File: src/rtl/ps2_cursor_sequencer_pkg.sv
// Shared scan codes, receiver states and command encoding for the PS/2 cursor sequencer.
package ps2_cursor_sequencer_pkg;

  localparam logic [7:0] SC_IZQ = 8'h6B;
  localparam logic [7:0] SC_DER = 8'h74;
  localparam logic [7:0] SC_ARR = 8'h75;
  localparam logic [7:0] SC_ABA = 8'h72;
  localparam logic [7:0] SC_ESP = 8'h29;
  localparam logic [7:0] SC_BRK = 8'hF0;
  localparam logic [7:0] SC_EXT = 8'hE0;

  typedef enum logic [1:0] {RX_IDLE, RX_DATA, RX_PARITY, RX_STOP} rx_state_e;

  typedef enum logic [2:0] {CMD_NONE, CMD_L, CMD_R, CMD_U, CMD_D, CMD_COL} cmd_e;

  function automatic cmd_e scan_to_cmd(input logic [7:0] code);
    case (code)
      SC_IZQ:  return CMD_L;
      SC_DER:  return CMD_R;
      SC_ARR:  return CMD_U;
      SC_ABA:  return CMD_D;
      SC_ESP:  return CMD_COL;
      default: return CMD_NONE;
    endcase
  endfunction

endpackage

File: src/rtl/ps2_cursor_sequencer_rx.sv
// PS/2 frame receiver: pin synchronizers, falling-edge detect, framing/parity check and timeout.
module ps2_rx_frame
  import ps2_cursor_sequencer_pkg::*;
#(
  parameter int TIMEOUT = 5000
) (
  input  logic       clk_i,
  input  logic       rst_ni,
  input  logic       ps2_clk_i,
  input  logic       ps2_data_i,
  output logic       byte_valid_o,
  output logic [7:0] byte_o,
  output logic       frame_err_o
);

  localparam logic [15:0] TMO_LAST = 16'(TIMEOUT - 1);

  logic [2:0]  clk_sync_q;
  logic [1:0]  data_sync_q;
  rx_state_e   state_q, state_d;
  logic [2:0]  bitcnt_q, bitcnt_d;
  logic [7:0]  shreg_q, shreg_d;
  logic        parity_q, parity_d;
  logic [15:0] tmo_q, tmo_d;
  logic        valid_q, valid_d;
  logic        err_q, err_d;
  logic        fall, din;

  assign fall = clk_sync_q[2] & ~clk_sync_q[1];
  assign din  = data_sync_q[1];

  always_ff @(posedge clk_i or negedge rst_ni) begin
    if (!rst_ni) begin
      clk_sync_q  <= '1;
      data_sync_q <= '1;
      state_q     <= RX_IDLE;
      bitcnt_q    <= '0;
      shreg_q     <= '0;
      parity_q    <= 1'b0;
      tmo_q       <= '0;
      valid_q     <= 1'b0;
      err_q       <= 1'b0;
    end else begin
      clk_sync_q  <= {clk_sync_q[1:0], ps2_clk_i};
      data_sync_q <= {data_sync_q[0], ps2_data_i};
      state_q     <= state_d;
      bitcnt_q    <= bitcnt_d;
      shreg_q     <= shreg_d;
      parity_q    <= parity_d;
      tmo_q       <= tmo_d;
      valid_q     <= valid_d;
      err_q       <= err_d;
    end
  end

  always_comb begin
    state_d  = state_q;
    bitcnt_d = bitcnt_q;
    shreg_d  = shreg_q;
    parity_d = parity_q;
    tmo_d    = fall ? '0 : tmo_q + 16'd1;
    valid_d  = 1'b0;
    err_d    = 1'b0;
    case (state_q)
      RX_IDLE: begin
        tmo_d = '0;
        if (fall && !din) begin
          state_d  = RX_DATA;
          bitcnt_d = '0;
        end
      end
      RX_DATA: if (fall) begin
        shreg_d  = {din, shreg_q[7:1]};
        bitcnt_d = bitcnt_q + 3'd1;
        if (bitcnt_q == 3'd7) state_d = RX_PARITY;
      end
      RX_PARITY: if (fall) begin
        parity_d = din;
        state_d  = RX_STOP;
      end
      RX_STOP: if (fall) begin
        state_d = RX_IDLE;
        if (din && ((^shreg_q) ^ parity_q)) valid_d = 1'b1;
        else                                err_d   = 1'b1;
      end
      default: state_d = RX_IDLE;
    endcase
    // A stalled partial frame is abandoned once the line stays quiet for TIMEOUT cycles.
    if (state_q != RX_IDLE && !fall && tmo_q == TMO_LAST) begin
      state_d = RX_IDLE;
      err_d   = 1'b1;
      tmo_d   = '0;
    end
  end

  assign byte_valid_o = valid_q;
  assign byte_o       = shreg_q;
  assign frame_err_o  = err_q;

endmodule

File: src/rtl/ps2_cursor_sequencer.sv
// Decodes PS/2 make codes into cursor/colour commands and commits them on vsync falling edges.
module ps2_cursor_sequencer
  import ps2_cursor_sequencer_pkg::*;
#(
  parameter int         STEP_X     = 96,
  parameter int         STEP_Y     = 32,
  parameter int         X_MAX      = 192,
  parameter int         Y_MAX      = 32,
  parameter int         TIMEOUT    = 5000,
  parameter logic [2:0] COLOR_INIT = 3'b001
) (
  input  logic       Clock,
  input  logic       Reset,
  input  logic       iPS2_CLK,
  input  logic       iPS2_DATA,
  input  logic       iVsync,
  output logic [9:0] oXRedCounter,
  output logic [9:0] oYRedCounter,
  output logic [2:0] oColorCuadro,
  output logic       oKeyValid,
  output logic       oFrameError,
  output logic       oOverrun
);

  localparam logic [10:0] SX = 11'(STEP_X);
  localparam logic [10:0] SY = 11'(STEP_Y);
  localparam logic [10:0] XM = 11'(X_MAX);
  localparam logic [10:0] YM = 11'(Y_MAX);

  logic       rx_valid;
  logic [7:0] rx_byte;
  logic [2:0] vs_sync_q;
  logic       ext_q, ext_d, brk_q, brk_d;
  logic       pend_full_q, pend_full_d;
  cmd_e       pend_cmd_q, pend_cmd_d, cmd_in;
  logic [9:0] x_q, x_d, y_q, y_d;
  logic [2:0] col_q, col_d;
  logic       kv_q, kv_d, ov_q, ov_d;
  logic       commit;
  logic [10:0] x_w, y_w, x_sum, y_sum;

  ps2_rx_frame #(.TIMEOUT(TIMEOUT)) u_rx (
    .clk_i        (Clock),
    .rst_ni       (Reset),
    .ps2_clk_i    (iPS2_CLK),
    .ps2_data_i   (iPS2_DATA),
    .byte_valid_o (rx_valid),
    .byte_o       (rx_byte),
    .frame_err_o  (oFrameError)
  );

  always_ff @(posedge Clock or negedge Reset) begin
    if (!Reset) begin
      vs_sync_q   <= '1;
      ext_q       <= 1'b0;
      brk_q       <= 1'b0;
      pend_full_q <= 1'b0;
      pend_cmd_q  <= CMD_NONE;
      x_q         <= '0;
      y_q         <= '0;
      col_q       <= COLOR_INIT;
      kv_q        <= 1'b0;
      ov_q        <= 1'b0;
    end else begin
      vs_sync_q   <= {vs_sync_q[1:0], iVsync};
      ext_q       <= ext_d;
      brk_q       <= brk_d;
      pend_full_q <= pend_full_d;
      pend_cmd_q  <= pend_cmd_d;
      x_q         <= x_d;
      y_q         <= y_d;
      col_q       <= col_d;
      kv_q        <= kv_d;
      ov_q        <= ov_d;
    end
  end

  assign commit = vs_sync_q[2] & ~vs_sync_q[1] & pend_full_q;
  assign x_w    = {1'b0, x_q};
  assign y_w    = {1'b0, y_q};
  assign x_sum  = x_w + SX;
  assign y_sum  = y_w + SY;

  always_comb begin
    ext_d       = ext_q;
    brk_d       = brk_q;
    pend_full_d = pend_full_q;
    pend_cmd_d  = pend_cmd_q;
    x_d         = x_q;
    y_d         = y_q;
    col_d       = col_q;
    kv_d        = 1'b0;
    ov_d        = 1'b0;
    cmd_in      = CMD_NONE;

    if (commit) begin
      pend_full_d = 1'b0;
      case (pend_cmd_q)
        CMD_L:   x_d = (x_w < SX) ? '0 : 10'(x_w - SX);
        CMD_R:   x_d = (x_sum > XM) ? XM[9:0] : x_sum[9:0];
        CMD_U:   y_d = (y_w < SY) ? '0 : 10'(y_w - SY);
        CMD_D:   y_d = (y_sum > YM) ? YM[9:0] : y_sum[9:0];
        CMD_COL: col_d = col_q + 3'd1;
        default: ;
      endcase
    end

    if (rx_valid) begin
      case (rx_byte)
        SC_EXT: ext_d = 1'b1;
        SC_BRK: brk_d = 1'b1;
        default: begin
          ext_d = 1'b0;
          brk_d = 1'b0;
          if (!brk_q) cmd_in = scan_to_cmd(rx_byte);
        end
      endcase
    end

    // A write landing in the commit cycle refills the slot just emptied, so it is not an overrun.
    if (cmd_in != CMD_NONE) begin
      kv_d        = 1'b1;
      ov_d        = pend_full_q & ~commit;
      pend_full_d = 1'b1;
      pend_cmd_d  = cmd_in;
    end
  end

  assign oXRedCounter = x_q;
  assign oYRedCounter = y_q;
  assign oColorCuadro = col_q;
  assign oKeyValid    = kv_q;
  assign oOverrun     = ov_q;

endmodule

File: config.mk
export PLATFORM = sky130hd
export DESIGN_NAME = ps2_cursor_sequencer
export DESIGN_NICKNAME = d
export VERILOG_FILES = /design/src/rtl/ps2_cursor_sequencer_pkg.sv /design/src/rtl/ps2_cursor_sequencer_rx.sv /design/src/rtl/ps2_cursor_sequencer.sv
export SDC_FILE = /design/constraint.sdc
export NUM_CORES = 1
export LEC_CHECK = 0
export ABC_AREA = 0
export BUFFER_PORTS_ARGS = -buffer_cell sky130_fd_sc_hd__buf_2
export CAP_MARGIN = 25
export CORE_UTILIZATION = 30
export DETAILED_ROUTE_END_ITERATION = 10
export PLACE_DENSITY_LB_ADDON = 0.15
export SYNTH_ARGS = -nofsm -noshare
export SYNTH_HDL_FRONTEND = slang
export SYNTH_SLANG_ARGS = --single-unit
File: constraint.sdc
create_clock -name Clock -period 4.9 [get_ports Clock]
set_input_delay 0.98 -clock Clock [delete_from_list [all_inputs] [get_ports Clock]]
set_output_delay 0.98 -clock Clock [all_outputs]
set_load 0.005 [all_outputs]
==> key figures <==
Cells and area
  • Final nets: 391
  • Highest-count cells in the layout ignoring fill and taps: dfrtp_1 (51), nor2_1 (36), nand2_1 (33), ha_1 (24), o21ai_0 (23)
  • Finished Cell Area: between 0.003 and 0.004 mm²
  • Share of layout cells above drive strength 1: about 15%
  • Fill cell count: around 1100
  • Commonest non-fill, non-tap cell in the layout: dfrtp_1
  • # diodes: 0
  • Layout area overhead: 11.28%

Floorplan
  • Die area: roughly 0.011 mm²
  • Starting Density: 31.47%
  • Die Width: ~110 µm
  • IO Pins: 31
  • Die H: approximately 110 µm
  • # rows: 37
  • CORE AREA: between 0.01 and 0.015 mm²

STA
  • Pins Over Slew Limit: 0
  • PnR worst setup slack: between 2 and 3 ns
  • Worst Max-Slew Pin Slew: 0.6860 ns
  • Final setup vio count: 0
  • Fmax: between 0.4 and 0.5 GHz
  • Min cycle time layout: slightly above 2 ns
  • RSZ-0062 raised after global routing: no
  • Period utilization: about two fifths
  • Setup TNS: 0 ns
  • Slew headroom: 54.17%
  • Hold Vio Cnt, Final: 0
  • Skew final: roughly 0.009 ns

Worst setup path
  • CP startpoint kind: flip-flop
  • Required time of the critical path: between 3 and 4 ns
  • Worst-path maximum fanout: 10
  • CP Depth: 1
  • R2r endpoint: u_rx.state_q[0]$_DFFE_PN0P_
  • CP max stage delay: between 0.5 and 0.6 ns
  • Crit Path Class: reg -> out
  • R2r worst-path depth: 5
  • FF-to-FF Start: u_rx.clk_sync_q[2]$_DFF_PN1_
  • Worst path cell trace: buf_2
  • Flop-to-flop setup slack: a little under 3 ns
  • Slowest CP cell: dfrtp_1
  • Setup crit end kind: output port
  • Crit-path leading delay family: flip-flops
  • Crit path from: oXRedCounter[7]$_DFFE_PN0P_
  • Crit path DAT: 1.03 ns
  • Buffers & Inverters on Critical Path: 1
  • Worst setup endpoint: oXRedCounter[7]

Routing
  • DRC Markers: 0
  • WL/cell: roughly 12 µm
  • Routed WL: around 6200 µm
  • DRT antenna net count: 0
  • Via/cell ratio: 4.698
  • First DRT Iteration DRCs: 66
  • DR vias: around 2400
  • Drt first pass iters: 4

Clocking
  • Worst-Skew Late Latency: around 0.33 ns
  • CTS hold repair buffers: 0
  • Post-CTS Repair Setup Buffers: 0
  • Clock tree sinks: 60
  • CTS tree: done
  • Cts bufs inserted: 9
  • # resized after CTS: 0
  • Root Driver: clkbuf_8
  • H-tree Lvls: 3
  • Clock Tree Buf Depth: 2
  • Clk slew on worst S/H paths: 0.07 ns

Worst hold path
  • HP Class: reg -> reg

Synth
  • Avg Inst Size Synth: 9.698 µm²
  • Netlist cell types: 53
  • Synth async-reset ratio: between 90% and 100%
  • Leading register cell type out of synthesis: dfrtp_1
  • Mapped Cells: between 300 and 400
  • Post-synth EDFFs: 0
  • YS warnings: 0
  • Sequential share of the synthesized area: between 40% and 50%
  • Mapped cell area: ~0.0033 mm²
  • #FFs+latches synth: 60

Placed design
  • RD Place Congestion: about 0.75
  • Post-Place Worst Slack: 2.879 ns
  • PortBufs: 20
  • Placed cell area: between 0.003 and 0.004 mm²
  • Post-DP HPWL: about 4400 µm

GRT
  • M1 GR Usage: 15.27%
  • Most used routing layer: met2
  • Initial antenna violation count: 0
  • GRT Overall Usage: 12.31%
  • Gr ovfl total: 0
  • M3 GR Usage: 4.559%
  • Pin count of the biggest net entering global routing: 37
  • Global-route wire length before repair: 11010 µm
  • M2 GR Usage: about a fifth
  • Vias in the first global route: ~2300

Power and ir drop
  • Pwr Density: ~380 mW/mm²
  • VDD IR-drop max: ~0.19 mV
  • Leak pwr: ~0.0017 µW
  • Total power: between 1000 and 1500 µW

Status
  • Status: completed

Flow run
  • Max_cap viols: 0
## layout make-up
type                    count  area (µm²)  area share, %
clock buffers              11       131.4          3.570
well taps                 136       170.2          4.624
clock inverters             5       52.55          1.428
repair buffers             21       107.6          2.924
multi-input cells         248        1623          44.10
flip-flops and latches     60        1513          41.11
inverters                  22       82.58          2.244
## logic make-up (layout without fill, tap and decap cells)
group	after synthesis	count (layout)	share of synthesized area (%)
XOR/XNOR	23	23	6.092
AO/OA/AOI/OAI	60	60	12.03
multiplexers	7	7	2.270
flip-flops	60	60	45.74
buffers and inverters	42	59	6.205
other	1	10	0.1134
adder cells (fa/ha/maj)	24	24	9.081
AND/OR/NAND/NOR	124	124	18.46
## worst min-delay path by stage
stage / from / end / cells past startpoint
floorplan: u_rx.clk_sync_q[0]$_DFF_PN1_ / u_rx.clk_sync_q[1]$_DFF_PN1_ / 0
global placement: u_rx.data_sync_q[0]$_DFF_PN1_ / u_rx.data_sync_q[1]$_DFF_PN1_ / 0
detailed placement: u_rx.data_sync_q[0]$_DFF_PN1_ / u_rx.data_sync_q[1]$_DFF_PN1_ / 0
CTS: u_rx.clk_sync_q[0]$_DFF_PN1_ / u_rx.clk_sync_q[1]$_DFF_PN1_ / 0
global route: u_rx.clk_sync_q[0]$_DFF_PN1_ / u_rx.clk_sync_q[1]$_DFF_PN1_ / 0
finish: u_rx.clk_sync_q[0]$_DFF_PN1_ / u_rx.clk_sync_q[1]$_DFF_PN1_ / 0
## sequential cells by signal (all words and copies together) (netlist names)
name / cells
u_rx.byte_o: 8
oYRedCounter: 5
u_rx.data_sync_q: 2
oColorCuadro: 3
u_rx.byte_valid_o: 1
pend_cmd_q: 3
oOverrun: 1
u_rx.tmo_q: 16
u_rx.state_q: 2
u_rx.frame_err_o: 1
u_rx.bitcnt_q: 3
u_rx.parity_q: 1
u_rx.clk_sync_q: 3
pend_full_q: 1
brk_q: 1
vs_sync_q: 3
oKeyValid: 1
oXRedCounter: 5
## layer usage
metal / vias to the layer above / share of wire (%)
li1: 1196 / -
met1: 1130 / 49
met2: 35 / 47
met3: 2 / 3.4
met4: 0 / 0.60
met5: - / 0
## power breakdown
part           leakage [µW]  switching (µW)  internal, µW  total, µW
Clock             0.0000931             193           232        426
Sequential         0.000791            52.1           555        607
Combinational      0.000793             200           148        348
Total               0.00168             446           936       1380
## synthesized netlist by cell type (2+ instances only)
library cell / count / area (µm²)
nor2_1: 36 / 135.1
nor4_1: 3 / 18.77
o31ai_1: 7 / 52.55
a22oi_1: 2 / 15.01
xor2_1: 9 / 78.83
or3_1: 3 / 18.77
o21ai_0: 23 / 115.1
nand3_1: 15 / 75.07
mux2_2: 4 / 45.04
mux2i_1: 3 / 30.03
dfrtp_1: 51 / 1276
a32o_1: 2 / 20.02
o22ai_1: 2 / 12.51
o21a_1: 2 / 15.01
or2_2: 2 / 12.51
nand4b_1: 2 / 17.52
xnor2_1: 14 / 122.6
nand4_1: 4 / 25.02
inv_1: 22 / 82.58
ha_1: 24 / 300.3
nor3b_1: 4 / 30.03
nand2b_1: 2 / 12.51
buf_2: 2 / 10.01
clkbuf_1: 7 / 26.28
nor4bb_1: 2 / 20.02
buf_4: 10 / 75.07
nand2_1: 33 / 123.9
a21oi_1: 9 / 45.04
nor2b_1: 3 / 18.77
and3_1: 3 / 18.77
nor3_1: 6 / 30.03
dfstp_2: 9 / 236.5
## through the flow
stage          cells  hold WS [ns]  util, %
4_1_cts          503        0.3482    35.02
6_report         503        0.3496    35.02
5_1_grt          503        0.3541    35.02
2_1_floorplan    350        0.3452        -
3_5_place_dp     487        0.3482    33.27
3_3_place_gp     487        0.3460    33.27
No activity file was read; power rests on OpenSTA's default activity.
